### src/rtl/mem_port_arbiter_pkg.sv
// Shared types and bus-field widths for the IF/D memory port arbiter.
// Optional watchdog is enabled by defining MEM_ARB_TIMEOUT_EN.
package mem_port_arbiter_pkg;

    typedef enum logic [1:0] {
        IDLE = 2'd0,
        BUSY = 2'd1,
        RESP = 2'd2
    } state_t;

    localparam logic REQ_IF = 1'b0;
    localparam logic REQ_D  = 1'b1;

    localparam int ADDR_W_DEF  = 32;
    localparam int DATA_W_DEF  = 32;
    localparam int TIMEOUT_DEF = 255;

    function automatic int be_width(input int dw);
        return dw / 8;
    endfunction

endpackage

### src/rtl/mem_arb_watchdog.sv
// BUSY-cycle counter for the arbiter; built only with MEM_ARB_TIMEOUT_EN.
// expired is high in the BUSY cycle where the count reaches TIMEOUT_CYCLES-1.
module mem_arb_watchdog #(
    parameter int TIMEOUT_CYCLES = 255
) (
    input  logic clk,
    input  logic reset_in_n,
    input  logic run,
    output logic expired
);

    localparam int CW = (TIMEOUT_CYCLES > 2) ? $clog2(TIMEOUT_CYCLES) : 1;
    localparam logic [CW-1:0] LIMIT = CW'(TIMEOUT_CYCLES - 1);

    logic [CW-1:0] cnt;

    always_ff @(posedge clk) begin
        if (!reset_in_n) begin
            cnt <= '0;
        end else if (!run) begin
            cnt <= '0;
        end else if (cnt != LIMIT) begin
            cnt <= cnt + 1'b1;
        end
    end

    assign expired = run && (cnt == LIMIT);

endmodule

### src/rtl/mem_port_arbiter.sv
// Shares one memory bus between instruction fetch and load/store.
// Define MEM_ARB_TIMEOUT_EN to add a BUSY watchdog and sticky mem_err.
module mem_port_arbiter
    import mem_port_arbiter_pkg::*;
#(
    parameter int ADDR_W         = ADDR_W_DEF,
    parameter int DATA_W         = DATA_W_DEF,
    parameter int TIMEOUT_CYCLES = TIMEOUT_DEF
) (
    input  logic                          clk,
    input  logic                          reset_in_n,
    input  logic                          if_req,
    input  logic [ADDR_W-1:0]             if_addr,
    output logic [DATA_W-1:0]             if_rdata,
    output logic                          if_valid,
    input  logic                          d_req,
    input  logic                          d_we,
    input  logic [ADDR_W-1:0]             d_addr,
    input  logic [DATA_W-1:0]             d_wdata,
    input  logic [be_width(DATA_W)-1:0]   d_be,
    output logic [DATA_W-1:0]             d_rdata,
    output logic                          d_valid,
    output logic                          mem_req,
    output logic                          mem_we,
    output logic [ADDR_W-1:0]             mem_addr,
    output logic [DATA_W-1:0]             mem_wdata,
    output logic [be_width(DATA_W)-1:0]   mem_be,
    input  logic                          mem_ack,
    input  logic [DATA_W-1:0]             mem_rdata,
    output logic                          mem_wait,
    output logic                          mem_err
);

    if (TIMEOUT_CYCLES < 2) begin : g_bad_timeout
        $error("TIMEOUT_CYCLES must be >= 2");
    end

    state_t state, state_next;
    logic   grant, grant_sel, last_grant;
    logic   grant_fire, done, timeout;
    logic [DATA_W-1:0] rd_val;

    always_ff @(posedge clk) begin
        if (!reset_in_n) state <= IDLE;
        else             state <= state_next;
    end

    always_comb begin
        state_next = state;
        grant_fire = 1'b0;
        grant_sel  = REQ_IF;
        done       = 1'b0;
        unique case (state)
            IDLE: begin
                if (if_req || d_req) begin
                    grant_fire = 1'b1;
                    state_next = BUSY;
                    if (if_req && d_req) grant_sel = ~last_grant;
                    else                 grant_sel = d_req ? REQ_D : REQ_IF;
                end
            end
            BUSY: begin
                if (mem_ack || timeout) begin
                    done       = 1'b1;
                    state_next = RESP;
                end
            end
            RESP:    state_next = IDLE;
            default: state_next = IDLE;
        endcase
    end

    // A watchdog expiry without ack returns zero data
    assign rd_val = mem_ack ? mem_rdata : '0;

    always_ff @(posedge clk) begin
        if (!reset_in_n) begin
            grant      <= REQ_IF;
            last_grant <= REQ_D;
            mem_req    <= 1'b0;
            mem_we     <= 1'b0;
            mem_addr   <= '0;
            mem_wdata  <= '0;
            mem_be     <= '0;
            if_rdata   <= '0;
            d_rdata    <= '0;
            if_valid   <= 1'b0;
            d_valid    <= 1'b0;
        end else begin
            if_valid <= 1'b0;
            d_valid  <= 1'b0;
            if (grant_fire) begin
                grant   <= grant_sel;
                mem_req <= 1'b1;
                if (grant_sel == REQ_D) begin
                    mem_we    <= d_we;
                    mem_addr  <= d_addr;
                    mem_wdata <= d_wdata;
                    mem_be    <= d_be;
                end else begin
                    mem_we    <= 1'b0;
                    mem_addr  <= if_addr;
                    mem_wdata <= '0;
                    mem_be    <= '1;
                end
            end
            if (done) begin
                mem_req <= 1'b0;
                mem_we  <= 1'b0;
                if (grant == REQ_D) begin
                    d_rdata <= rd_val;
                    d_valid <= 1'b1;
                end else begin
                    if_rdata <= rd_val;
                    if_valid <= 1'b1;
                end
            end
            if (state == RESP) last_grant <= grant;
        end
    end

    assign mem_wait = (d_req & ~d_valid) | (if_req & ~if_valid);

`ifdef MEM_ARB_TIMEOUT_EN
    mem_arb_watchdog #(
        .TIMEOUT_CYCLES(TIMEOUT_CYCLES)
    ) u_watchdog (
        .clk       (clk),
        .reset_in_n(reset_in_n),
        .run       (state == BUSY),
        .expired   (timeout)
    );

    always_ff @(posedge clk) begin
        if (!reset_in_n)                   mem_err <= 1'b0;
        else if (state == BUSY && timeout && !mem_ack) mem_err <= 1'b1;
    end
`else
    assign timeout = 1'b0;
    assign mem_err = 1'b0;
`endif

endmodule

### config.mk
export PLATFORM = sky130hd
export DESIGN_NAME = mem_port_arbiter
export DESIGN_NICKNAME = d
export VERILOG_FILES = /design/src/rtl/mem_port_arbiter_pkg.sv /design/src/rtl/mem_arb_watchdog.sv /design/src/rtl/mem_port_arbiter.sv
export SDC_FILE = /design/constraint.sdc
export NUM_CORES = 1
export LEC_CHECK = 0
export CAP_MARGIN = 20
export CORE_AREA = 2 2 112 114
export CTS_BUF_LIST = sky130_fd_sc_hd__clkbuf_4
export CTS_CLUSTER_DIAMETER = 30
export DETAILED_ROUTE_END_ITERATION = 10
export DIE_AREA = 0 0 114 116
export PLACE_DENSITY = 0.91
export SLEW_MARGIN = 40
export SYNTH_ARGS = -nofsm -noshare
export SYNTH_HDL_FRONTEND = slang
export SYNTH_SLANG_ARGS = --single-unit
export TNS_END_PERCENT = 30
### constraint.sdc
create_clock -name clk -period 3 [get_ports clk]
set_input_delay 0.3 -clock clk [delete_from_list [all_inputs] [get_ports clk]]
set_output_delay 0.3 -clock clk [all_outputs]
set_load 0.02 [all_outputs]
Yosys cells after proc, flatten, opt, wreduce, memory -nomap -nowiden
Index checks and enable logic that the tools add are counted.
W data, S select, Z words.
{ "totals": {"memories": 0, "output_inout_bits": 138, "register_bits": 140, "rom_bits": 0, "latch_bits": 0, "wordCells": 50, "ram_bits": 0, "input_bits": 138} }
{ "classes": {"div_mod_pow": 0, "shifts": 0, "n_lt_le_gt_ge": 0, "add_sub_neg": 0, "n_reduce_logical": 8, "n_eq_ne": 4, "bitwise_logic": 8, "mux": 18, "mul": 0} }
{ "op_table": {"columns": ["operator", "n"], "rows": [
  ["$mux W32", 3],
  ["$mux W1", 11],
  ["$reduce_and A2 Y1", 4],
  ["$not A1 Y1", 5],
  ["$mux W2", 2],
  ["$mux W4", 1],
  ["$ne A2 B2 Y1 const B", 2],
  ["$pmux W2 S2", 1],
  ["$and A1 B1 Y1", 2],
  ["$eq A2 B1 Y1 const B", 1],
  ["$eq A2 B2 Y1 const B", 1],
  ["$logic_not A2 Y1", 1],
  ["$reduce_or A2 Y1", 1],
  ["$logic_and A1 B1 Y1", 1],
  ["$logic_or A1 B1 Y1", 1],
  ["$or A1 B1 Y1", 1]
]} }

Logic depth before layout (Yosys ltp)
{ "logic_depth": {"depth_word": 5, "ltp_mapped": 6} }

Worst setup path after synthesis
Ideal clock, no wire load.
{ "synth_timing": {"path_kind": "register to register", "from": "register state[1]", "to": "register mem_addr[10]", "setup_ps": 133, "t_arrival_ps": 1171, "n_path_buf": 1, "slack_ps": 1696, "required_time_ps": 2867, "path_stages_with_launch": 5, "cell_sequence": "dfxtp_1 or2_4 nor2_2 buf_4 a311oi_1"} }
{ "synth_between": {"elab_chain_cells": 3, "word_cells_on_any_way": 4, "classes_between": "mux: 3; reduce/logical: 1"} }
{ "synth_lines": {"columns": ["element", "line_no", "source"], "rows": [
  ["from (decl)", "mem_port_arbiter.sv:38", "state_t state, state_next;"],
  ["from (signal assigned)", "mem_port_arbiter.sv:45", "else state <= state_next;"],
  ["$logic_not A2 Y1 (*)", "mem_port_arbiter.sv:53", "unique case (state)"],
  ["$mux W1", "mem_port_arbiter.sv:53", null],
  ["$mux W32", "mem_port_arbiter.sv:95", "if (grant_sel == REQ_D) begin"],
  ["to (signal assigned)", "mem_port_arbiter.sv:97", "mem_addr <= d_addr;"],
  ["to (signal assigned)", "mem_port_arbiter.sv:102", "mem_addr <= if_addr;"],
  ["to (decl)", "mem_port_arbiter.sv:25", "output logic [ADDR_W-1:0] mem_addr,"]
]} }
Every way passes the cells marked *; elsewhere a longest branch is shown, timed or not.
A chain may end at the register's enable or synchronous reset.

Worst setup path in the final report
{ "layout_timing": {"from": "input port d_req", "to": "output port mem_wait"} }
{ "layout_between": {"elab_chain_cells": 2} }
{ "layout_lines": {"columns": ["element", "line_no", "source"], "rows": [
  ["from (decl)", "mem_port_arbiter.sv:16", "input logic d_req,"],
  ["$and A1 B1 Y1", "mem_port_arbiter.sv:122", "assign mem_wait = (d_req & ~d_valid) | (if_req & ~if_valid);"],
  ["$or A1 B1 Y1", "mem_port_arbiter.sv:122", null],
  ["to (decl)", "mem_port_arbiter.sv:30", "output logic mem_wait,"]
]} }
Every way passes these cells.

==> run summary <==
Max Cap Viol = 0
CP Launch Point = d_req
Layout Area Growth over Synthesis = 58.23%
synthesized flop and latch total = 140
fillers = 947
Pwr Density = 485.8 nW/um^2
clock share of power = 0.271
initial drt markers = 433
setup_tns = 0 ps
RSZ-0062 raised after global routing = false
core area = 11910 sq um
GR Util All Layers = 0.2300
first-pass GRT wire length = 24.06 mm
CTS max path bufs = 2
final hold vios = 0
average wire per standard cell = 16.33 um
Power Internal = 2.798 mW
fin util = 0.6773
Routed WL = 15.71 mm
switching part of the total = 0.2861
status = finished, final reports clean
Worst Setup End Kind = primary output
worst hold margin = 218.4 ps
latest clock arrival within the worst-skew pair = 520 ps
post-cts sizing count = 0
Critical Path Start Type = input pin
clk root buf = clkbuf_4
n_diodes = 0
Synth Warn # = 0
DR pass1 iterations = 4
Port Buffers = 274
placement row count = 40
Clock Skew = 20.71 ps
Nets = 941
Arrival @ worst endpoint = 1750 ps
switching pwr = 1.121 mW
Tmin final = 2053 ps
Mapped Area = 5099 sq um
Synth cell types = 32
critical path class = input pin to primary output
initial antenna violation count = 0
Die Y = 116 um
Die Footprint = 13220 sq um
gpl congestion = 0.7782
VDD IR max = 0.3671 mV
syn avg cell area = 9.237 sq um
TritonCTS Buffers = 17
total grt overflow = 0
largest net degree at the start of global routing = 66
worst r2r src = state[0]
Max Fclk = 487.2 MHz
HP Start = reset_in_n
syn_nets = 690
Initial Util = 0.4280
share of cells above drive strength 1 = 0.06380
most frequent cells in the layout = clkdlybuf4s50_1, dfxtp_1, nand2_1
crit-path max FO = 5
CTS Hold Bufs = 0
Relative slew margins = 0.5328
dpl hpwl = 11.20 mm
Crit path required time = 2700 ps
register clock-pin slew on the reported worst setup and hold paths = 90 ps
sequential power share = 0.516
IO Count = 276
Pleak = 2.995 nW
final setup vio count = 0
DR DRC count = 0
Pins Over Slew Limit = 0
H-tree levels = 4
Cells after Synth = 552
CTS tree = yes
Post-DRT Antenna Nets = 0
Tcrit/Tclk final = 0.6842
Worst-Margin Slew = 700.1 ps
setup repair bufs after CTS = 0
most common cell after layout, fill and taps aside = clkdlybuf4s50_1
hold crit path type = input pin to flip-flop
# clock sinks = 140
Vias per Instance = 5.318
Vias = 5116
Die Wd = 114 um
sequential fraction of the synthesis area = 0.5497
Combinational Power Share = 0.213
vias in the first global route = 4693
-- path summary, 6_finish.rpt --
check / slack, ps / depth (start not counted) / end
setup reg to reg: 1140 / 4 / mem_addr[12]
hold reg to reg: 480 / 2 / d_rdata[1]
setup / recovery: 950 / 4 / mem_wait
hold / removal: 220 / 2 / last_grant
-- flip-flops by register name, indices dropped and copies added (netlist names), 2 cells and up --
name       count
mem_addr      32
if_rdata      32
mem_be         4
mem_wdata     32
state          2
d_rdata       32
-- metal layers --
metal | routed length [um] | vias to the layer above | share of wire | GRT usage
met5 | 0 | - | 0 | 0
met4 | 361 | 0 | 0.023 | 0.09431
met3 | 1596 | 30 | 0.10 | 0.09990
met2 | 7657 | 232 | 0.49 | 0.3798
met1 | 6096 | 2374 | 0.39 | 0.2629
li1 | - | 2480 | - | -
-- synth_stat cells, drive strengths merged --
cell / number / area (sq um)
conb: 1 / 3.750
or2: 2 / 15.02
a21o: 1 / 7.510
a22o: 32 / 280.3
mux2i: 1 / 10.01
a21bo: 1 / 10.01
o22ai: 1 / 6.260
nand2b: 1 / 6.260
nand4bb: 1 / 11.26
inv: 3 / 11.26
nand3: 65 / 325.3
nor2b: 2 / 12.51
o21ai: 66 / 330.3
and3: 1 / 6.260
a311oi: 32 / 280.3
clkbuf: 14 / 52.55
nor3: 1 / 16.27
nand2: 98 / 367.9
o21a: 1 / 7.510
a21oi: 36 / 183.9
buf: 40 / 259.0
dfxtp: 140 / 2803
a21boi: 1 / 11.26
nand4b: 1 / 8.760
o221a: 4 / 45.04
nor2: 6 / 27.52
-- critical path: stages --
cell and delay [ps]:
clkdlybuf4s50_1 550, inv_1 60, o22ai_1 210, clkdlybuf4s50_1 630
-- stage by stage --
stage / setup slack [ps] / cell area (sq um) / cells / total power, mW
2_1_floorplan: 1696 / 5099 / 552 / 2.458
3_3_place_gp: 697.9 / 7819 / 931 / 2.881
3_5_place_dp: 580.8 / 7819 / 931 / 2.897
4_1_cts: 952.7 / 8056 / 962 / 3.954
5_1_grt: 896.7 / 8068 / 962 / 4.115
6_report: 947.5 / 8068 / 962 / 3.920
-- cell families after synthesis --
| group | after synthesis | synth area share |
|---|---|---|
| and+or+nand+nor | 178 | 0.1563 |
| DFF | 140 | 0.5497 |
| muxes | 1 | 0.001963 |
| buffers and inverters | 57 | 0.06331 |
| AOI/OAI and AO/OA | 175 | 0.2280 |
| other | 1 | 0.0007355 |
-- area by class of cell --
type / count / area, sq um / share of cell area
inverter: 3 / 11.26 / 0.001396
clock buffer: 18 / 135.1 / 0.01675
clock inverter: 13 / 102.6 / 0.01272
tap: 147 / 183.9 / 0.02280
sequential: 140 / 2803 / 0.3474
multi-input combinational: 355 / 1989 / 0.2466
timing repair buffer: 286 / 2843 / 0.3524
-- power by group through the flow --
| stage | sequential [mW] | combinational [mW] | clock, mW |
|---|---|---|---|
| 6_report | 2.02 | 0.837 | 1.06 |
| 5_1_grt | 2.03 | 0.895 | 1.19 |
| 4_1_cts | 2.02 | 0.836 | 1.10 |
| 3_5_place_dp | 2.06 | 0.834 | 0 |
| 3_3_place_gp | 2.06 | 0.822 | 0 |
| 2_1_floorplan | 2.18 | 0.275 | 0 |
(Power assumes the default switching activity.)
